==> src/rtl/uart_tx_fifo_pkg.sv <==
// Shared constants and FSM state type for the UART transmit path.
package uart_tx_fifo_pkg;

    localparam int unsigned NB_DATA_DEF = 8;
    localparam int unsigned ADDR_W_DEF  = 4;

    typedef enum logic [1:0] {
        IDLE = 2'b00,
        BUSY = 2'b01
    } state_t;

endpackage

==> src/rtl/uart_tx_fifo_regfile.sv <==
// FIFO storage: NB_DATA x 2**ADDR_W register array, synchronous write, asynchronous read.
module fifo_regfile
    import uart_tx_fifo_pkg::*;
#(
    parameter int unsigned NB_DATA = NB_DATA_DEF,
    parameter int unsigned ADDR_W  = ADDR_W_DEF
) (
    input  logic               clk,
    input  logic               we,
    input  logic [ADDR_W-1:0]  waddr,
    input  logic [NB_DATA-1:0] wdata,
    input  logic [ADDR_W-1:0]  raddr,
    output logic [NB_DATA-1:0] rdata
);

    logic [NB_DATA-1:0] mem [2**ADDR_W];

    always_ff @(posedge clk) begin
        if (we)
            mem[waddr] <= wdata;
    end

    assign rdata = mem[raddr];

endmodule

==> src/rtl/uart_tx_fifo.sv <==
// Transmit FIFO feeding the UART transmitter one byte per tx_start/tx_done_tick handshake.
// Optional sticky overflow flag with ovf_clr when UART_TX_FIFO_OVF_EN is defined.
module uart_tx_fifo
    import uart_tx_fifo_pkg::*;
#(
    parameter int unsigned NB_DATA = NB_DATA_DEF,
    parameter int unsigned ADDR_W  = ADDR_W_DEF
) (
    input  logic               clk,
    input  logic               reset,
    input  logic               wr_en,
    input  logic [NB_DATA-1:0] wr_data,
    output logic               full,
    output logic               empty,
    output logic [ADDR_W:0]    count,
    output logic               tx_start,
    output logic [NB_DATA-1:0] tx_data,
    input  logic               tx_done_tick,
`ifdef UART_TX_FIFO_OVF_EN
    input  logic               ovf_clr,
    output logic               overflow,
`endif
    output logic               busy
);

    localparam logic [ADDR_W:0] DEPTH = {1'b1, {ADDR_W{1'b0}}};

    state_t              state;
    logic [ADDR_W-1:0]   wr_ptr;
    logic [ADDR_W-1:0]   rd_ptr;
    logic [NB_DATA-1:0]  rd_data;
    logic                push;
    logic                pop;

    assign full  = (count == DEPTH);
    assign empty = (count == '0);
    assign busy  = (state == BUSY);
    assign push  = wr_en && !full;
    // The slot is released on the transmitter's acknowledge, not on tx_start.
    assign pop   = (state == BUSY) && tx_done_tick;

    fifo_regfile #(
        .NB_DATA (NB_DATA),
        .ADDR_W  (ADDR_W)
    ) u_regfile (
        .clk   (clk),
        .we    (push),
        .waddr (wr_ptr),
        .wdata (wr_data),
        .raddr (rd_ptr),
        .rdata (rd_data)
    );

    always_ff @(posedge clk or negedge reset) begin
        if (!reset) begin
            wr_ptr <= '0;
            rd_ptr <= '0;
            count  <= '0;
        end else begin
            if (push)
                wr_ptr <= wr_ptr + ADDR_W'(1);
            if (pop)
                rd_ptr <= rd_ptr + ADDR_W'(1);
            case ({push, pop})
                2'b10:   count <= count + (ADDR_W+1)'(1);
                2'b01:   count <= count - (ADDR_W+1)'(1);
                default: count <= count;
            endcase
        end
    end

    always_ff @(posedge clk or negedge reset) begin
        if (!reset) begin
            state    <= IDLE;
            tx_start <= 1'b0;
            tx_data  <= '0;
        end else begin
            case (state)
                IDLE: begin
                    if (count != '0) begin
                        tx_data  <= rd_data;
                        tx_start <= 1'b1;
                        state    <= BUSY;
                    end
                end
                BUSY: begin
                    tx_start <= 1'b0;
                    if (tx_done_tick)
                        state <= IDLE;
                end
                default: begin
                    tx_start <= 1'b0;
                    state    <= IDLE;
                end
            endcase
        end
    end

`ifdef UART_TX_FIFO_OVF_EN
    // A dropped push in the same cycle as ovf_clr keeps the flag set.
    always_ff @(posedge clk or negedge reset) begin
        if (!reset)
            overflow <= 1'b0;
        else if (wr_en && full)
            overflow <= 1'b1;
        else if (ovf_clr)
            overflow <= 1'b0;
    end
`endif

endmodule

==> config.mk <==
export PLATFORM = sky130hd
export DESIGN_NAME = uart_tx_fifo
export DESIGN_NICKNAME = d
export VERILOG_FILES = /design/src/rtl/uart_tx_fifo_pkg.sv /design/src/rtl/uart_tx_fifo_regfile.sv /design/src/rtl/uart_tx_fifo.sv
export SDC_FILE = /design/constraint.sdc
export NUM_CORES = 1
export LEC_CHECK = 0
export CORE_ASPECT_RATIO = 0.8
export CORE_MARGIN = 2
export CORE_UTILIZATION = 25
export DETAILED_ROUTE_END_ITERATION = 8
export SLEW_MARGIN = 40
export SYNTH_ARGS = -nofsm -noshare
export SYNTH_HDL_FRONTEND = slang
export SYNTH_HIERARCHICAL = 1
export SYNTH_SLANG_ARGS = --single-unit
export TNS_END_PERCENT = 10
==> constraint.sdc <==
create_clock -name clk -period 3.5 [get_ports clk]
set_input_delay 0.7 -clock clk [delete_from_list [all_inputs] [get_ports clk]]
set_output_delay 0.7 -clock clk [all_outputs]
set_load 0.005 [all_outputs]
==> out/metrics.cfg, run 1 <==
[outcome]
status = completed

[cts]
cts_hold_buf = 0
cts_buffers = 17
cts_tree = done
cts_max_path_buffers = 2
cts_root_buf = clkbuf_16
cts_resized = 0
path_clk_slew_ns = 0.06
h-tree-depth = 4
cts.sinks = 151
insertion_delay_ns = 0.42
cts_setup_buffers = 0

[logic_synthesis]
avgSynthCellArea_um2 = 19.56
synth.most_common_cell = edfxtp_1
syn-instance-count = 313
netlist-cell-type-count = 40
syn_area_um2 = 6123
yosysSeqAreaShare = 0.7217
ys_seq_elements = 151
synth_top_cells_by_area = edfxtp_1, dfrtp_1, mux4_2, mux4_1, mux2_2
synth-async-reset-ratio = 0.1523
syn_nets = 332
ys.warnings.count = 6
yosysTopAreaCell = edfxtp_1
synth_edf_count = 128
yosysTopAreaCellShare = 0.6277
ys.flop_type = edfxtp_1
yosys-top-cells-count = edfxtp_1, dfrtp_1, mux4_2

[global_routing]
grt_overflow = 0
grt_pass1_wl_um = 20130
grt_max_degree = 24
grtUsageTotal = 0.1100
antenna_found_initial = 0
grt_pass1_vias = 3341

[power_and_ir_drop]
peakVddDrop_uv = 338.4
power_density_nw_per_um2 = 799.1
p_leak_nw = 2.524

[layout]
n_antenna_cell = 0
area.sequential_um2 = 4422
multi_input_area_um2 = 1588
drive_gt1_frac = 0.2332
nFillCells = 2293
finalNetCount = 392
fin_area_um2 = 7445
area_growth_pct = 21.58

[floorplanning]
ioPinCount = 29
die_height_um = 144.0
die_w_um = 179.0
initial_core_util = 0.2532
coreArea_um2 = 24180
die_area_um2 = 25770
fp-row-count = 51

[placement]
gp_congestion = 0.7528
dp_hpwl_um = 8544
io_buffer_count = 28
postPlaceCellArea_um2 = 6893

[job]
cap_violations = 0

[timing]
tns_ns = 0
hold_viol_final = 0
clock.fmax_ghz = 0.3636
relSlewSlack = 0.4988
finalClockSkew_ns = 0.007799
fin_crit_ns = 2.750
setup_viol = 0
drv_slew = 0
period_share = 0.7857
rsz0062_at_grt = false
worstMarginPinSlew_ns = 0.7490

[setup_path]
startpoint_type = primary input
cp_max_fo = 9
crit_type = primary input to flip-flop
critPathRequiredTime_ns = 3.83
cp_slowest_cell = clkdlybuf4s50_1
cp_num_buf_inv = 3
max_stage_delay_ns = 0.52
cp_top_family = buffers and inverters
cp.arrival_ns = 3.08
end_kind = flip-flop
cp_cell_sequence = clkdlybuf4s50_1 > a21boi_1 > inv_1 > ha_1 > buf_4 > fa_1 > a21oi_1 > mux2_2 > o211ai_1

[drt]
ant_nets = 0
first_pass_iters = 4
vias = 3171
drc = 0
routed_wl_um = 13240
drt_iter0_drc = 220
vias_per_cell = 4.504
wl_per_cell_um = 18.80

[hold_path]
min_path_type = primary input to asynchronous set/reset pin

state kept, by name, summed over array words and instances, names as in the netlist:
name           flops
tx_start           1
rd_ptr             4
u_regfile/mem    128
state              1
tx_data            8
wr_ptr             4
count              5
worst paths after layout:
path	slack [ns]	cells after the start	start	to
setup / recovery	0.75	9	wr_en	count[4]
hold / removal	0.27	1	reset	count[3]
setup reg to reg	0.85	8	count[3]	count[4]
hold reg to reg	0.50	1	tx_data[1]	tx_data[1]
max in group asynchronous	2.83	1	reset	rd_ptr[1]
min in group clk	0.50	1	tx_data[1]	tx_data[1]
metrics by stage:
stage	hold slack, ns	util	power (W)	cells	setup slack [ns]
final	0.2674	0.3078	0.005949	704	0.7500
after global routing	0.2990	0.3078	0.006275	704	0.6080
after CTS	0.2772	0.3078	0.006015	704	0.7206
after detailed placement	0.4987	0.2850	0.004324	672	0.3509
after global placement	0.4986	0.2852	0.004251	672	0.4223
after floorplan	0.4044	-	0.003616	313	0.6962
cells by family (layout without fill, tap and decap cells):
family                   after synthesis  after routing  share of synthesized area
adder cells (fa/ha/maj)                7              7                    0.01553
flip-flops                           151            151                     0.7217
AND/OR/NAND/NOR                       54             54                    0.04904
multiplexers                          44             44                     0.1483
XOR/XNOR                               8              8                    0.01144
buffers and inverters                 18             91                    0.01900
AO/OA/AOI/OAI                         31             31                    0.03494
power by group:
part	switching (W)	internal (W)	total, W
combinational	0.000826	0.000887	0.00171
sequential	0.000298	0.00225	0.00255
clock	0.000673	0.00101	0.00168
total	0.00180	0.00415	0.00595
cells in the final DEF (no fill, tap or decap), types with 8 or more instances in the layout:
cell,count
mux4_1,14
edfxtp_1,128
clkbuf_16,19
nand2_1,12
a21oi_1,8
clkdlybuf4s50_1,27
buf_4,25
dfrtp_1,21
nor2_1,13
mux2_2,12
a22oi_1,16
mux4_2,18
layer usage:
layer  share of wire  vias to the layer above  track usage
li1                -                     1401            -
met1            0.46                     1671       0.1448
met2            0.47                       82       0.1678
met3           0.052                       17      0.04022
met4           0.012                        0      0.03723
met5               0                        -            0
cell type report:
type / instances / area share
Clock buffer: 26 / 0.06874
Sequential cell: 151 / 0.5939
Clock inverter: 6 / 0.005378
Timing Repair Buffer: 53 / 0.06218
Multi-Input combinational cell: 144 / 0.2133
Inverter: 6 / 0.003025
Tap cell: 318 / 0.05345
Note: power is estimated with default switching activity, not from simulation.
==> run 2, diff against run 1 <==
- clock period: 3.5 -> 2.65 ns (I/O delays scaled with it)
==> out/metrics.cfg, run 2 (synthesis results as in run 1) <==
[timing]
relSlewSlack = 0.5009  ; was 0.4988
finalClockSkew_ns = 0.006884  ; was 0.007799 ns
rsz0062_at_grt = false  ; unchanged
setup_viol = 0  ; unchanged
worstMarginPinSlew_ns = 0.7471  ; was 0.7490 ns
period_share = 0.9591
fin_crit_ns = 2.542
drv_slew = 0  ; unchanged
setup_ws_ns = 0.1083  ; was 0.7500 ns
hold_viol_final = 0  ; unchanged
clock.fmax_ghz = 0.3934
tns_ns = 0  ; unchanged

[drt]
first_pass_iters = 4  ; unchanged
drt_iter0_drc = 277  ; was 220
vias = 3136  ; was 3171
wl_per_cell_um = 18.36  ; was 18.80 µm
ant_nets = 0  ; unchanged
vias_per_cell = 4.411  ; was 4.504
drc = 0  ; unchanged
routed_wl_um = 13060  ; was 13240 µm

[setup_path]
startpoint_type = flip-flop  ; was primary input
rrSetupSlack_ns = 0.18  ; was 0.85 ns
reg2reg_from = count[2]  ; was count[3]
cp.arrival_ns = 2.01  ; was 3.08 ns
end_kind = output pin  ; was flip-flop
startpoint = count[2]  ; was wr_en
crit_type = flip-flop to output pin  ; was primary input to flip-flop
critPathRequiredTime_ns = 2.12  ; was 3.83 ns
cp_max_fo = 5  ; was 9

[placement]
pre_cts_ws_ns = -0.09981  ; was 0.3509 ns
io_buffer_count = 28  ; unchanged
postPlaceCellArea_um2 = 6988  ; was 6893 µm²
gp_congestion = 0.7320  ; was 0.7528
dp_hpwl_um = 8531  ; was 8544 µm

[cts]
cts_buffers = 17  ; unchanged
cts.sinks = 151  ; unchanged
cts_tree = done  ; unchanged
h-tree-depth = 4  ; unchanged
path_clk_slew_ns = 0.06  ; about the same
cts_max_path_buffers = 2  ; unchanged
cts_root_buf = clkbuf_16  ; unchanged
cts_hold_buf = 0  ; unchanged
insertion_delay_ns = 0.42  ; about the same

[layout]
regMostFlops = u_regfile/mem  ; unchanged
final_common_cell = edfxtp_1  ; unchanged
fin_area_um2 = 7516  ; was 7445 µm²
largest_reg_flops = 128  ; unchanged
finalNetCount = 401  ; was 392
final_core_util = 0.3108  ; was 0.3078
top_regs = u_regfile/mem x128, tx_data x8, count x5  ; unchanged
drive_gt1_frac = 0.2519  ; was 0.2332
n_antenna_cell = 0  ; unchanged
final_cell_mix = edfxtp_1, buf_4, clkdlybuf4s50_1  ; was edfxtp_1, clkdlybuf4s50_1, buf_4
area_growth_pct = 22.74  ; was 21.58%

[global_routing]
grt_pass1_wl_um = 19920  ; was 20130 µm
grt_max_degree = 36  ; was 24
grtUsageTotal = 0.1089  ; was 0.1100
antenna_found_initial = 0  ; unchanged
grt_overflow = 0  ; unchanged
grt_pass1_vias = 3327  ; was 3341

[floorplanning]
die_w_um = 179.0  ; unchanged
ioPinCount = 29  ; unchanged
initial_core_util = 0.2532  ; unchanged
die_area_um2 = 25770  ; unchanged
fp-row-count = 51  ; unchanged
die_height_um = 144.0  ; unchanged
coreArea_um2 = 24180  ; unchanged

[hold_path]
min_path_type = primary input to asynchronous set/reset pin  ; unchanged

[power_and_ir_drop]
power_density_nw_per_um2 = 1040  ; was 799.1 nW/µm²
p_leak_nw = 2.564  ; was 2.524 nW
peakVddDrop_uv = 522.2  ; was 338.4 µV

[outcome]
status = completed  ; unchanged

[job]
cap_violations = 0  ; unchanged

run 2: worst max-delay path, stage by stage (launching register included):
cell             delay [ns]
dfrtp_1                0.45
nor4_4                 0.30
buf_4                  0.18
and2_2                 0.16
clkdlybuf4s50_1        0.51
run 2: per-layer routing:
metal / vias up / routed length [µm] / GRT usage
li1: 1414 / - / -
met1: 1647 / 5908 / 0.1437
met2: 63 / 6356 / 0.1747
met3: 12 / 678 / 0.03181
met4: 0 / 112 / 0.03081
met5: - / 0 / 0
run 2: final timing paths:
kind	end	cells after the start
min in group clk	tx_data[0]	1
max in group asynchronous	rd_ptr[0]	2
min reg2reg	tx_data[0]	1
min	state[0]	2
max	empty	4
max reg2reg	count[4]	9
run 2: through the flow:
step	power, W	hold WS, ns	std cells
6_report	0.007817	0.4706	711
3_3_place_gp	0.005665	0.4971	680
2_1_floorplan	0.004780	0.2344	313
4_1_cts	0.007920	0.4645	710
5_1_grt	0.008253	0.4969	711
3_5_place_dp	0.005754	0.4969	680
run 2: area by class of cell:
class	count	area, µm²
fill	2322	16670
sequential	151	4420
inverter	6	22.52
tap	318	397.9
timing repair buffer	62	560.5
clock inverter	10	83.83
multi-input combinational	144	1594
clock buffer	20	436.7
run 2: report_power, final:
| part | total, W | internal, W | leakage (nW) | switching, W |
|---|---|---|---|---|
| logic | 0.00244 | 0.00124 | 0.877 | 0.00120 |
| clock network | 0.00214 | 0.00127 | 0.257 | 0.000876 |
| registers | 0.00323 | 0.00298 | 1.43 | 0.000255 |
| total | 0.00782 | 0.00548 | 2.56 | 0.00233 |
run 2: repair_timing:
item	4_1_cts	5_1_grt
endpoints found under the setup margin	0	1
buffers inserted	0	1
gates resized for setup	0	0
